**src/rtl/dmem_arbiter_pkg.sv**
```systemverilog
// Shared definitions for the DMEM port arbiter: FSM state codes, owner codes,
// the per-side DMEM command bundle and the starvation counter helper.
package dmem_arbiter_pkg;

  localparam logic [0:0] S_CPU = 1'b0;
  localparam logic [0:0] S_EXT = 1'b1;

  localparam logic [1:0] OWN_NONE = 2'd0;
  localparam logic [1:0] OWN_CPU  = 2'd1;
  localparam logic [1:0] OWN_EXT  = 2'd2;

  typedef enum logic [1:0] {
    GNT_NONE = 2'd0,
    GNT_CPU  = 2'd1,
    GNT_EXT  = 2'd2
  } gnt_e;

  typedef struct packed {
    logic        wena;
    logic [1:0]  wsel;
    logic [1:0]  rsel;
    logic [31:0] addr;
    logic [31:0] wdata;
  } dmem_cmd_t;

  localparam dmem_cmd_t DMEM_CMD_IDLE = '{
    wena:  1'b0,
    wsel:  2'd0,
    rsel:  2'd0,
    addr:  32'd0,
    wdata: 32'd0
  };

  // Saturating increment of the 4-bit starvation counter.
  function automatic logic [3:0] sat_inc4(input logic [3:0] v, input logic [3:0] lim);
    logic [3:0] r;
    if (v >= lim) begin
      r = lim;
    end else begin
      r = v + 4'd1;
    end
    return r;
  endfunction

endpackage

```
**src/rtl/dmem_arbiter.sv**
```systemverilog
// Arbitrates the single DMEM port between the CPU MEM stage (fixed priority)
// and an external loader/DMA, with a starvation bound and bounded locked bursts.
module dmem_arbiter
  import dmem_arbiter_pkg::*;
#(
  parameter int STARVE_MAX = 4,
  parameter int BURST_MAX  = 8
) (
  input  logic        clk,
  input  logic        rst,
  input  logic        cpu_req,
  input  logic        cpu_wena,
  input  logic [1:0]  cpu_wsel,
  input  logic [1:0]  cpu_rsel,
  input  logic [31:0] cpu_addr,
  input  logic [31:0] cpu_wdata,
  output logic [31:0] cpu_rdata,
  output logic        cpu_stall,
  input  logic        ext_req,
  input  logic        ext_lock,
  input  logic        ext_wena,
  input  logic [1:0]  ext_wsel,
  input  logic [1:0]  ext_rsel,
  input  logic [31:0] ext_addr,
  input  logic [31:0] ext_wdata,
  output logic        ext_gnt,
  output logic [31:0] ext_rdata,
  output logic        dmem_ena,
  output logic        dmem_wena,
  output logic [1:0]  dmem_wsel,
  output logic [1:0]  dmem_rsel,
  output logic [31:0] dmem_addr,
  output logic [31:0] dmem_wdata,
  input  logic [31:0] dmem_rdata,
  output logic [1:0]  owner
);

  localparam logic [3:0] STARVE_LIM = 4'(STARVE_MAX);
  localparam logic [7:0] BURST_LAST = 8'(BURST_MAX - 1);
  localparam logic       BURST_EN   = (BURST_MAX > 1) ? 1'b1 : 1'b0;

  logic [0:0] r_state;
  logic [3:0] r_starve_cnt;
  logic [7:0] r_beat_cnt;

  logic [0:0] w_state_nxt;
  logic [3:0] w_starve_nxt;
  logic [7:0] w_beat_nxt;
  logic [3:0] w_starve_eff;
  logic       w_burst_beat;
  gnt_e       w_gnt;
  dmem_cmd_t  w_cmd_cpu;
  dmem_cmd_t  w_cmd_ext;
  dmem_cmd_t  w_cmd_sel;

  assign w_cmd_cpu = '{wena: cpu_wena, wsel: cpu_wsel, rsel: cpu_rsel,
                       addr: cpu_addr, wdata: cpu_wdata};
  assign w_cmd_ext = '{wena: ext_wena, wsel: ext_wsel, rsel: ext_rsel,
                       addr: ext_addr, wdata: ext_wdata};

  // A burst abort re-arbitrates as if the CPU had not been waiting.
  assign w_starve_eff = (r_state == S_EXT) ? 4'd0 : r_starve_cnt;
  assign w_burst_beat = (r_state == S_EXT) && ext_req;

  // Grant decision for the current cycle; reset suppresses every grant.
  always_comb begin
    w_gnt = GNT_NONE;
    if (rst) begin
      w_gnt = GNT_NONE;
    end else if (w_burst_beat) begin
      w_gnt = GNT_EXT;
    end else if (ext_req && (!cpu_req || (w_starve_eff == STARVE_LIM))) begin
      w_gnt = GNT_EXT;
    end else if (cpu_req) begin
      w_gnt = GNT_CPU;
    end else begin
      w_gnt = GNT_NONE;
    end
  end

  // Next-state, starvation and beat counter computation.
  always_comb begin
    w_state_nxt  = S_CPU;
    w_starve_nxt = 4'd0;
    w_beat_nxt   = 8'd0;
    if (w_burst_beat) begin
      w_beat_nxt = r_beat_cnt + 8'd1;
      if (!ext_lock || (r_beat_cnt == BURST_LAST)) begin
        w_state_nxt = S_CPU;
        w_beat_nxt  = 8'd0;
      end else begin
        w_state_nxt = S_EXT;
      end
    end else begin
      case (w_gnt)
        GNT_EXT: begin
          if (ext_lock && BURST_EN) begin
            w_state_nxt = S_EXT;
            w_beat_nxt  = 8'd1;
          end else begin
            w_state_nxt = S_CPU;
          end
        end
        GNT_CPU: begin
          if (ext_req) begin
            w_starve_nxt = sat_inc4(w_starve_eff, STARVE_LIM);
          end else begin
            w_starve_nxt = 4'd0;
          end
        end
        default: begin
          w_state_nxt  = S_CPU;
          w_starve_nxt = 4'd0;
        end
      endcase
    end
  end

  // Arbiter state registers.
  always_ff @(posedge clk) begin
    if (rst) begin
      r_state      <= S_CPU;
      r_starve_cnt <= 4'd0;
      r_beat_cnt   <= 8'd0;
    end else begin
      r_state      <= w_state_nxt;
      r_starve_cnt <= w_starve_nxt;
      r_beat_cnt   <= w_beat_nxt;
    end
  end

  // Steer the granted side onto the DMEM port and report ownership.
  always_comb begin
    w_cmd_sel = DMEM_CMD_IDLE;
    owner     = OWN_NONE;
    case (w_gnt)
      GNT_CPU: begin
        w_cmd_sel = w_cmd_cpu;
        owner     = OWN_CPU;
      end
      GNT_EXT: begin
        w_cmd_sel = w_cmd_ext;
        owner     = OWN_EXT;
      end
      default: begin
        w_cmd_sel = DMEM_CMD_IDLE;
        owner     = OWN_NONE;
      end
    endcase
  end

  assign dmem_ena   = (w_gnt != GNT_NONE);
  assign dmem_wena  = dmem_ena && w_cmd_sel.wena;
  assign dmem_wsel  = w_cmd_sel.wsel;
  assign dmem_rsel  = w_cmd_sel.rsel;
  assign dmem_addr  = w_cmd_sel.addr;
  assign dmem_wdata = w_cmd_sel.wdata;

  assign cpu_rdata = dmem_rdata;
  assign ext_rdata = dmem_rdata;
  assign cpu_stall = !rst && cpu_req && (w_gnt != GNT_CPU);
  assign ext_gnt   = ext_req && (w_gnt == GNT_EXT);

endmodule

```
**config.mk**
```make
export PLATFORM = sky130hd
export DESIGN_NAME = dmem_arbiter
export DESIGN_NICKNAME = d
export VERILOG_FILES = /design/src/rtl/dmem_arbiter_pkg.sv /design/src/rtl/dmem_arbiter.sv
export SDC_FILE = /design/constraint.sdc
export NUM_CORES = 1
export LEC_CHECK = 0
export BUFFER_PORTS_ARGS = -buffer_cell sky130_fd_sc_hd__buf_2
export CORE_AREA = 2 2 122 124
export DETAILED_ROUTE_END_ITERATION = 16
export DIE_AREA = 0 0 124 126
export PLACE_DENSITY = 0.52
export SETUP_SLACK_MARGIN = 0.3
export SLEW_MARGIN = 20
export SYNTH_ARGS = -nofsm -noshare
export SYNTH_HDL_FRONTEND = slang
export SYNTH_SLANG_ARGS = --single-unit
```
**constraint.sdc**
```tcl
create_clock -name clk -period 7 [get_ports clk]
set_input_delay 0.7 -clock clk [delete_from_list [all_inputs] [get_ports clk]]
set_output_delay 0.7 -clock clk [all_outputs]
set_load 0.01 [all_outputs]
```
==> results of run 1 <==
## metrics by stage
step           cell area, um^2  setup WS [ps]  total power, uW  hold WS, ps  std cells
6_report                  3040           3120              302          488        616
5_1_grt                   3040           2800              322          520        616
4_1_cts                   3040           3070              307          489        616
3_5_place_dp              2960           3360              197          478        612
3_3_place_gp              2960           3360              198          479        612
2_1_floorplan             2210           4150              172          450        297
## flip-flops by register name (all words and copies together) (netlist names)
| register | count |
|---|---|
| r_beat_cnt | 8 |
| r_starve_cnt | 4 |
| r_state | 1 |
## path summary, 6_finish.rpt
kind                                         to       startpoint
worst max-delay path                  dmem_wena          r_state
worst min-delay path            r_starve_cnt[2]  r_starve_cnt[2]
worst max register to register  r_starve_cnt[1]          r_state
worst min register to register  r_starve_cnt[2]  r_starve_cnt[2]
## critical path, cell delays in order, from the launching register on
cell and delay, ps:
dfxtp_1 340, nor2b_1 170, inv_1 70, ha_1 180, and3b_1 170, o21ai_1 210, and3b_1 230, ha_2 600
buf_4 500, a22o_1 180, and3_1 150, buf_2 130
## layout by cell type, fill, tap and decap left out, types with 2 or more instances in the layout
master	instances
buf_2	216
nor2b_1	69
a22oi_1	68
dfxtp_1	13
nor2_1	6
ha_1	5
inv_1	4
nand2_1	4
o21ai_0	4
and3_1	3
or3_1	3
ha_2	3
clkbuf_16	3
nand2b_1	2
and3b_1	2
nand4b_1	2
a21oi_2	2
nand3_1	2
xor2_1	2
buf_4	2
## power by group through the flow
stage | logic (uW) | registers, uW | clock network (uW)
after floorplan | 95.8 | 76.7 | 0
after global routing | 132 | 75.4 | 114
final | 120 | 75.5 | 107
after detailed placement | 120 | 76.8 | 0
after global placement | 121 | 76.9 | 0
after CTS | 121 | 75.4 | 111
## kinds of logic (layout without fill, tap and decap cells)
group,after synthesis,after routing
simple gates,102,102
buf+inv,91,226
other cells,1,1
xor+xnor,3,3
fa+ha+maj,8,8
flops,13,13
compound gates,79,79
## per-layer routing
layer / vias up / share of wire
met2: 155 / 0.50
met4: 0 / 0.022
met5: - / 0
met1: 1146 / 0.39
met3: 22 / 0.084
li1: 1250 / -
## area by class of cell
class / instances / share of cell area
clock buffer: 3 / 0.0247
tap: 184 / 0.0758
sequential: 13 / 0.0856
timing repair buffer: 218 / 0.361
clock inverter: 1 / 0.00165
multi-input combinational: 193 / 0.447
inverter: 4 / 0.00494
## Yosys cell counts (all sizes together) (3+ instances only)
| master | count |
|---|---|
| inv | 4 |
| or3 | 3 |
| clkbuf | 8 |
| o21ai | 5 |
| and3 | 3 |
| nor2 | 6 |
| dfxtp | 13 |
| nor2b | 69 |
| a21oi | 3 |
| buf | 79 |
| nand2 | 4 |
| ha | 8 |
| nand3 | 3 |
| a22oi | 68 |
==> impl_metrics.tcl, run 1 <==
set metrics [dict create \
    synth_area_leaders "a22oi_1 23%, buf_4 22%, nor2b_1 20%, dfxtp_1 12%, ha_1 4.5%" \
    grt_pass1_wl_um 12500 \
    synth_simple_gate_area_share 0.287 \
    num_io_pins 313 \
    path_clk_slew_ps 40 \
    cts-root-buf "clkbuf_16" \
    grt_pass1_vias 2358 \
    rsz0062_at_grt "no" \
    die_w_um 124 \
    grt_usage 0.102 \
    internal_power_uw 213 \
    cap_violations 0 \
    synth_edf_count 0 \
    multi_input_area_um2 1360 \
    muxShareOfSynthArea 0 \
    synth_area_um2 2210 \
    p_leak_uw 0.00146 \
    finalHoldViolations 0 \
    ys_async_sr_fraction 0 \
    cp.arrival_ps 3180 \
    regArea_um2 260 \
    setup_viol 0 \
    first_pass_iters 4 \
    switchingPower_uw 88.3 \
    synthAdderAreaFrac 0.0453 \
    ctsResizeCount 0 \
    final_util 0.212 \
    yosysWarnings 0 \
    end_kind "output pin" \
    synth_seq_cells 13 \
    drt_iter0_drc 68 \
    clk_latency_ps 240 \
    place.gp.congestion 0.733 \
    cts_buffers 3 \
    synth_flop_cell "dfxtp_1" \
    cts_max_level 1 \
    grt_start_max_net_pins 72 \
    fill_cells 1639 \
    drive_gt1_frac 0.535 \
    tritoncts "yes" \
    synth_compound_area_frac 0.264 \
    wl_per_cell_um 14.5 \
    hold_depth 1 \
    reg2reg_depth 9 \
    synth_top_area_cell "a22oi_1" \
    rows 44 \
    crit_fanout 39 \
    layout.nets 616 \
    grtUsageMet2 0.191 \
    place_hpwl_um 7280 \
    finalCriticalPeriod_ps 3880 \
    start_kind "flip-flop" \
    r2r_slack_ps 4460 \
    synth_top_family_by_area "simple AND/OR/NAND/NOR gates" \
    comb_power_share 0.396 \
    die_y_um 126 \
    critPathKind "reg -> out" \
    ant_nets 0 \
    drt-vias-per-instance 4.18 \
    hp-class "reg -> reg" \
    power_density_nw_per_um2 99.2 \
    overflow 0 \
    pwr-share-clk 0.353 \
    seq_power_share 0.250 \
    vdd_drop_max_v 0.000135 \
    relSlewSlack 0.345 \
    fin_worst_skew_ps 1.01 \
    cts_setup_buffers 0 \
    synthesis.instances 297 \
    worst-slew-pin-transition_ps 982 \
    ctsHoldBuffers 0 \
    fin_tns_setup_ps 0 \
    core_um2 14300 \
    dieArea_um2 15600 \
    diodes 0 \
    clockBufferDepth 2 \
    portBuffers 216 \
    synthXorXnorAreaFrac 0.0119 \
    period_share 0.555 \
    required_ps 6300 \
    syn_area_per_cell_um2 7.44 \
    status "finished clean" \
    gr-usage-met3 0.0195 \
    finalWirelength_um 8920 \
    synth.distinct_cells 35 \
    grt_use_met1 0.118 \
    drcViolationCount 0 \
    p_sw_frac 0.293 \
    vias 2573 \
    netlist.area_leader.share 0.231 \
    maxClockFrequency_mhz 258 \
    synth_nets 480 \
    antenna_found_initial 2 \
    area_growth_syn_to_layout_pct 37.5 \
    start_util 0.154 \
    clock-sinks 13 \
    drv_slew 0 \
    globalRoute.busiestLayer "met2" \
    ys_seq_area_frac 0.118 \
]
(Power assumes the default switching activity.)
==> inputs of run 2 (changes only) <==
--- a/config.mk
+++ b/config.mk
@@ -6,10 +6,10 @@
 export NUM_CORES = 1
 export LEC_CHECK = 0
 export BUFFER_PORTS_ARGS = -buffer_cell sky130_fd_sc_hd__buf_2
-export CORE_AREA = 2 2 122 124
+export CORE_AREA = 2 2 123 125
 export DETAILED_ROUTE_END_ITERATION = 16
-export DIE_AREA = 0 0 124 126
-export PLACE_DENSITY = 0.52
+export DIE_AREA = 0 0 125 127
+export PLACE_DENSITY = 0.53
 export SETUP_SLACK_MARGIN = 0.3
 export SLEW_MARGIN = 20
 export SYNTH_ARGS = -nofsm -noshare
==> constraint.sdc (replaced) <==
create_clock -name clk -period 3.4 [get_ports clk]
set_input_delay 0.34 -clock clk [delete_from_list [all_inputs] [get_ports clk]]
set_output_delay 0.34 -clock clk [all_outputs]
set_load 0.01 [all_outputs]
==> run 2 against run 1 <==
  * Sequential cell count stayed put
  * Sequential share of layout area is 0.42 points lower
  * Routed wire length is 0.22% lower
  * Die area is 1.6% higher
  * Critical path depth is 1 lower
  * Register-to-register slack worse by 3400 ps
  * Power is 120% higher
  * Largest cell class unchanged
==> impl_metrics.tcl, run 2 (synthesized netlist as in run 1, its figures left out) <==
set metrics [dict create \
    dpl-instance-area_um2 3000 \
    crit_fanout 50 \
    largest_reg_flops 8 \
    status "finished clean" \
    area_growth_syn_to_layout_pct 44.5 \
    hp-class "in -> reg" \
    grt_start_max_net_pins 72 \
    mostFrequentLayoutCell "buf_2" \
    finalCriticalPeriod_ps 2820 \
    final_area_um2 3190 \
    pre_cts_slack_ps 544 \
    setup_viol 0 \
    num_io_pins 313 \
    end_kind "output pin" \
    start_util 0.153 \
    regArea_um2 260 \
    vias 2598 \
    finalWirelength_um 8900 \
    drt_iter0_drc 112 \
    layout.nets 625 \
    ant_nets 0 \
    rows 44 \
    die_y_um 127 \
    drv_slew 0 \
    cts_buffers 3 \
    setup_slack_ps 580 \
    clock-sinks 13 \
    die_w_um 125 \
    place.gp.congestion 0.778 \
    cap_violations 0 \
    maxClockFrequency_mhz 355 \
    ctsHoldBuffers 0 \
    diodes 0 \
    drcViolationCount 0 \
    top_regs "r_beat_cnt (8), r_starve_cnt (4), r_state (1)" \
    cts-root-buf "clkbuf_16" \
    clk_latency_ps 240 \
    core_um2 14400 \
    dieArea_um2 15900 \
    portBuffers 216 \
    grt_pass1_wl_um 12400 \
    whs_ps 416 \
    antenna_found_initial 0 \
    overflow 0 \
    clockBufferDepth 2 \
    required_ps 3060 \
    drive_gt1_frac 0.549 \
    p_leak_uw 0.00153 \
    cp.arrival_ps 2480 \
    grt_pass1_vias 2495 \
    finalPower_uw 650 \
    start_kind "flip-flop" \
    cts_max_level 1 \
    wl_per_cell_um 14.2 \
    finalHoldViolations 0 \
    vdd_drop_max_v 0.000246 \
    drt-vias-per-instance 4.16 \
    rsz0062_at_grt "no" \
    tritoncts "yes" \
    fill_cells 1626 \
    path_clk_slew_ps 50 \
    mostFrequentLayoutCells "216 x buf_2, 69 x nor2b_1, 66 x a22oi_1, 13 x dfxtp_1" \
    critPathKind "reg -> out" \
    fin_tns_setup_ps 0 \
    grt_usage 0.0948 \
    regMostFlops "r_beat_cnt" \
    power_density_nw_per_um2 204 \
    first_pass_iters 4 \
    place_hpwl_um 6500 \
    multi_input_area_um2 1390 \
    period_share 0.829 \
    fin_worst_skew_ps 2.38 \
]
==> run 2: final cells by class <==
class	count	share of cell area
Multi-Input combinational cell	193	0.436
Timing Repair Buffer	227	0.382
Sequential cell	13	0.0815
Clock buffer	4	0.0247
Tap cell	184	0.0721
Inverter	4	0.00470
==> run 2: repair_timing <==
item | 4_1_cts | 5_1_grt
setup endpoints to repair | 2 | 55
pin swaps | 0 | 3
endpoints found under the hold margin | 0 | 0
resized for setup | 2 | 3
gates cloned | 0 | 1
buffers inserted | 0 | 7
==> run 2: report_power, final <==
group | internal, uW | switching, uW | total, uW
Combinational | 146 | 127 | 273
Sequential | 154 | 1.21 | 156
Clock | 158 | 63.8 | 222
==> run 2: critical path: stages, from the launching register on <==
cell and delay, ps:
dfxtp_1 340, nor2b_1 160, inv_1 70, ha_1 180, and3b_1 180, o21ai_2 150
nand3b_1 220, ha_4 370, buf_12 200, nor2b_1 180, buf_2 150
==> run 2: metal layers <==
metal | vias to the layer above | routed length, um | track usage
li1 | 1270 | - | -
met3 | 22 | 774 | 0.0239
met2 | 166 | 4400 | 0.184
met1 | 1140 | 3570 | 0.104
met5 | - | 0 | 0
met4 | 0 | 154 | 0.0203
==> run 2: path summary, 6_finish.rpt <==
| path | start | end | slack [ps] | cells past startpoint |
|---|---|---|---|---|
| max reg2reg | r_state | r_starve_cnt[1] | 1090 | 10 |
| min | ext_lock | r_state | 420 | 3 |
| min reg2reg | r_starve_cnt[2] | r_starve_cnt[2] | 510 | 1 |
| max | r_state | dmem_wdata[4] | 580 | 10 |
==> run 2: metrics by stage <==
step | instances | util
after global placement | 613 | 0.208
after global routing | 625 | 0.221
after floorplan | 297 | -
after CTS | 617 | 0.215
after detailed placement | 613 | 0.208
final | 625 | 0.221
==> inputs of run 3 (changes only) <==
--- a/config.mk
+++ b/config.mk
@@ -5,11 +5,12 @@
 export SDC_FILE = /design/constraint.sdc
 export NUM_CORES = 1
 export LEC_CHECK = 0
+export ABC_AREA = 1
 export BUFFER_PORTS_ARGS = -buffer_cell sky130_fd_sc_hd__buf_2
 export CORE_AREA = 2 2 123 125
 export DETAILED_ROUTE_END_ITERATION = 16
 export DIE_AREA = 0 0 125 127
-export PLACE_DENSITY = 0.53
+export PLACE_DENSITY = 0.51
 export SETUP_SLACK_MARGIN = 0.3
 export SLEW_MARGIN = 20
 export SYNTH_ARGS = -nofsm -noshare
==> constraint.sdc (replaced) <==
create_clock -name clk -period 2.7 [get_ports clk]
set_input_delay 0.27 -clock clk [delete_from_list [all_inputs] [get_ports clk]]
set_output_delay 0.27 -clock clk [all_outputs]
set_load 0.01 [all_outputs]
==> run 3 against run 2 <==
  * Clock skew is 0.84 ps lower
  * Sequential power rose by 26%
  * Core utilization grew 6.7 points
  * Sequential cell count unchanged
  * Routed wire length grew 56%
  * Design area grew 30%
  * Highest routed layer unchanged
==> impl_metrics.tcl, run 3 <==
set metrics [dict create \
    place_hpwl_um 7380 \
    crit_top_cell "ha_4" \
    ctsHoldBuffers 0 \
    overflow 0 \
    finalWirelength_um 13800 \
    mostFrequentLayoutCell "buf_2" \
    diodes 0 \
    synth.distinct_cells 21 \
    crit_fanout 6 \
    path_clk_slew_ps 40 \
    place.gp.congestion 0.748 \
    drv_slew 0 \
    synth_top_area_cell "nand2_1" \
    synth_nets 581 \
    finalPower_uw 1010 \
    core_um2 14400 \
    crit_chain "inv_4, nand2_4, ha_4, nand4_1, nand2_2, a21boi_4, ha_4, buf_12, buf_6, nand2_1, a21oi_1, buf_2" \
    finalCriticalPeriod_ps 2460 \
    synthXorXnorAreaFrac 0.00803 \
    netlist.area_leader.share 0.282 \
    ys_async_sr_fraction 0 \
    critPathTopFamily "buffers and inverters" \
    start_kind "flip-flop" \
    synth_simple_gate_area_share 0.335 \
    grt_pass1_wl_um 16300 \
    setup_slack_ps 237 \
    end_kind "output pin" \
    critPathKind "reg -> out" \
    maxClockFrequency_mhz 406 \
    pre_cts_slack_ps 288 \
    top_regs "r_beat_cnt (8), r_starve_cnt (4), r_state (1)" \
    synthesis.instances 398 \
    num_io_pins 313 \
    synth_flop_cell "dfxtp_1" \
    clk_latency_ps 240 \
    yosysWarnings 0 \
    yosysMostFrequentCell "nand2_1" \
    finalHoldViolations 0 \
    muxShareOfSynthArea 0 \
    fin_worst_skew_ps 1.55 \
    p_leak_uw 0.00196 \
    rows 44 \
    area_growth_syn_to_layout_pct 90.8 \
    regMostFlops "r_beat_cnt" \
    synth_seq_cells 13 \
    cts_buffers 3 \
    synthAdderAreaFrac 0.0459 \
    synth_edf_count 0 \
    required_ps 2430 \
    first_pass_iters 4 \
    wl_per_cell_um 18.2 \
    fill_cells 1610 \
    dieArea_um2 15900 \
    synth_area_um2 2180 \
    synth_compound_area_frac 0.186 \
    rsz0062_at_grt "yes" \
    synth_top_family_by_area "simple AND/OR/NAND/NOR gates" \
    crit_buf_inv 4 \
    cts_max_level 1 \
    drcViolationCount 0 \
    grt_use_met1 0.168 \
    die_w_um 125 \
    layout.nets 762 \
    largest_reg_flops 8 \
    syn_area_per_cell_um2 5.48 \
    antenna_found_initial 0 \
    hp-class "in -> reg" \
    grt_pass1_vias 2787 \
    portBuffers 216 \
    mostFrequentLayoutCells "215 x buf_2, 142 x nand2_1, 36 x a21oi_1, 36 x a21oi_2" \
    vias 3179 \
    period_share 0.912 \
    start_util 0.151 \
    final_util 0.289 \
    multi_input_area_um2 1580 \
    ys_seq_area_frac 0.119 \
    cts-root-buf "clkbuf_16" \
    die_y_um 127 \
    drive_gt1_frac 0.587 \
    ant_nets 0 \
    cp_slowest_cell "dfxtp_2" \
    synthTopCellsByCount "164 x nand2_1, 72 x a21oi_1, 66 x buf_4" \
    clock-sinks 13 \
    grt_usage 0.131 \
    synth_area_leaders "nand2_1 28%, buf_4 23%, a21oi_1 17%, dfxtp_1 12%, ha_1 4.6%" \
    vdd_drop_max_v 0.000353 \
    setup_viol 0 \
    gr-usage-met3 0.0268 \
    grt_start_max_net_pins 40 \
    tritoncts "yes" \
    power_density_nw_per_um2 241 \
    grtUsageMet2 0.226 \
    status "finished clean" \
    cap_violations 0 \
    cp.arrival_ps 2190 \
    clockBufferDepth 2 \
    regArea_um2 262 \
    cpPeakStageDelay_ps 330 \
    fin_tns_setup_ps 0 \
    globalRoute.busiestLayer "met2" \
    drt-vias-per-instance 4.17 \
    drt_iter0_drc 134 \
]
[run 3: tightest hold or removal path, stage by stage]
cell and delay [ps]:
buf_2 110, nand4_1 100, nand2_1 50
[run 3: report_power, final]
part | total, uW | switching [uW] | internal, uW
sequential | 196 | 1.26 | 195
clock | 281 | 81.4 | 199
combinational | 529 | 263 | 266
total | 1010 | 346 | 660
[run 3: worst paths after layout]
check | start | endpoint | slack [ps] | cells past startpoint
min reg2reg | r_beat_cnt[7] | r_beat_cnt[7] | 510 | 2
min | ext_lock | r_beat_cnt[0] | 330 | 3
max | r_state | dmem_wdata[10] | 240 | 12
max reg2reg | r_state | r_starve_cnt[0] | 540 | 13
[run 3: timing repair]
action / in CTS / in global routing
pin swaps: 2 / 18
gates resized for setup: 26 / 84
setup buffers: 8 / 11
endpoints found under the setup margin: 71 / 71
cloned: 7 / 16
endpoints found under the hold margin: 0 / 0
[run 3: layout make-up]
type                    instances  area share
flip-flops and latches         13      0.0628
well taps                     184      0.0553
inverters                      18      0.0192
multi-input cells             280       0.379
clock buffers                   4      0.0189
repair buffers                263       0.465
[run 3: cell families (layout without fill, tap and decap cells)]
logic type	Yosys count	after routing
DFF	13	13
buffers and inverters	105	285
xor gates and xnor gates	2	2
AOI/OAI and AO/OA	79	79
other	1	1
adders and majority gates	8	8
and+or+nand+nor	190	190
[run 3: layer usage]
metal / routed length [um] / vias to the layer above
li1: - / 1559
met1: 6100 / 1435
met2: 6590 / 171
met3: 959 / 14
met4: 194 / 0
met5: 0 / -
[run 3: metrics by stage]
stage / cell area (um^2) / instances / hold slack [ps]
3_3_place_gp: 2990 / 716 / 491
5_1_grt: 4160 / 762 / 382
2_1_floorplan: 2180 / 398 / 450
4_1_cts: 3430 / 735 / 331
3_5_place_dp: 2990 / 716 / 497
6_report: 4160 / 762 / 331
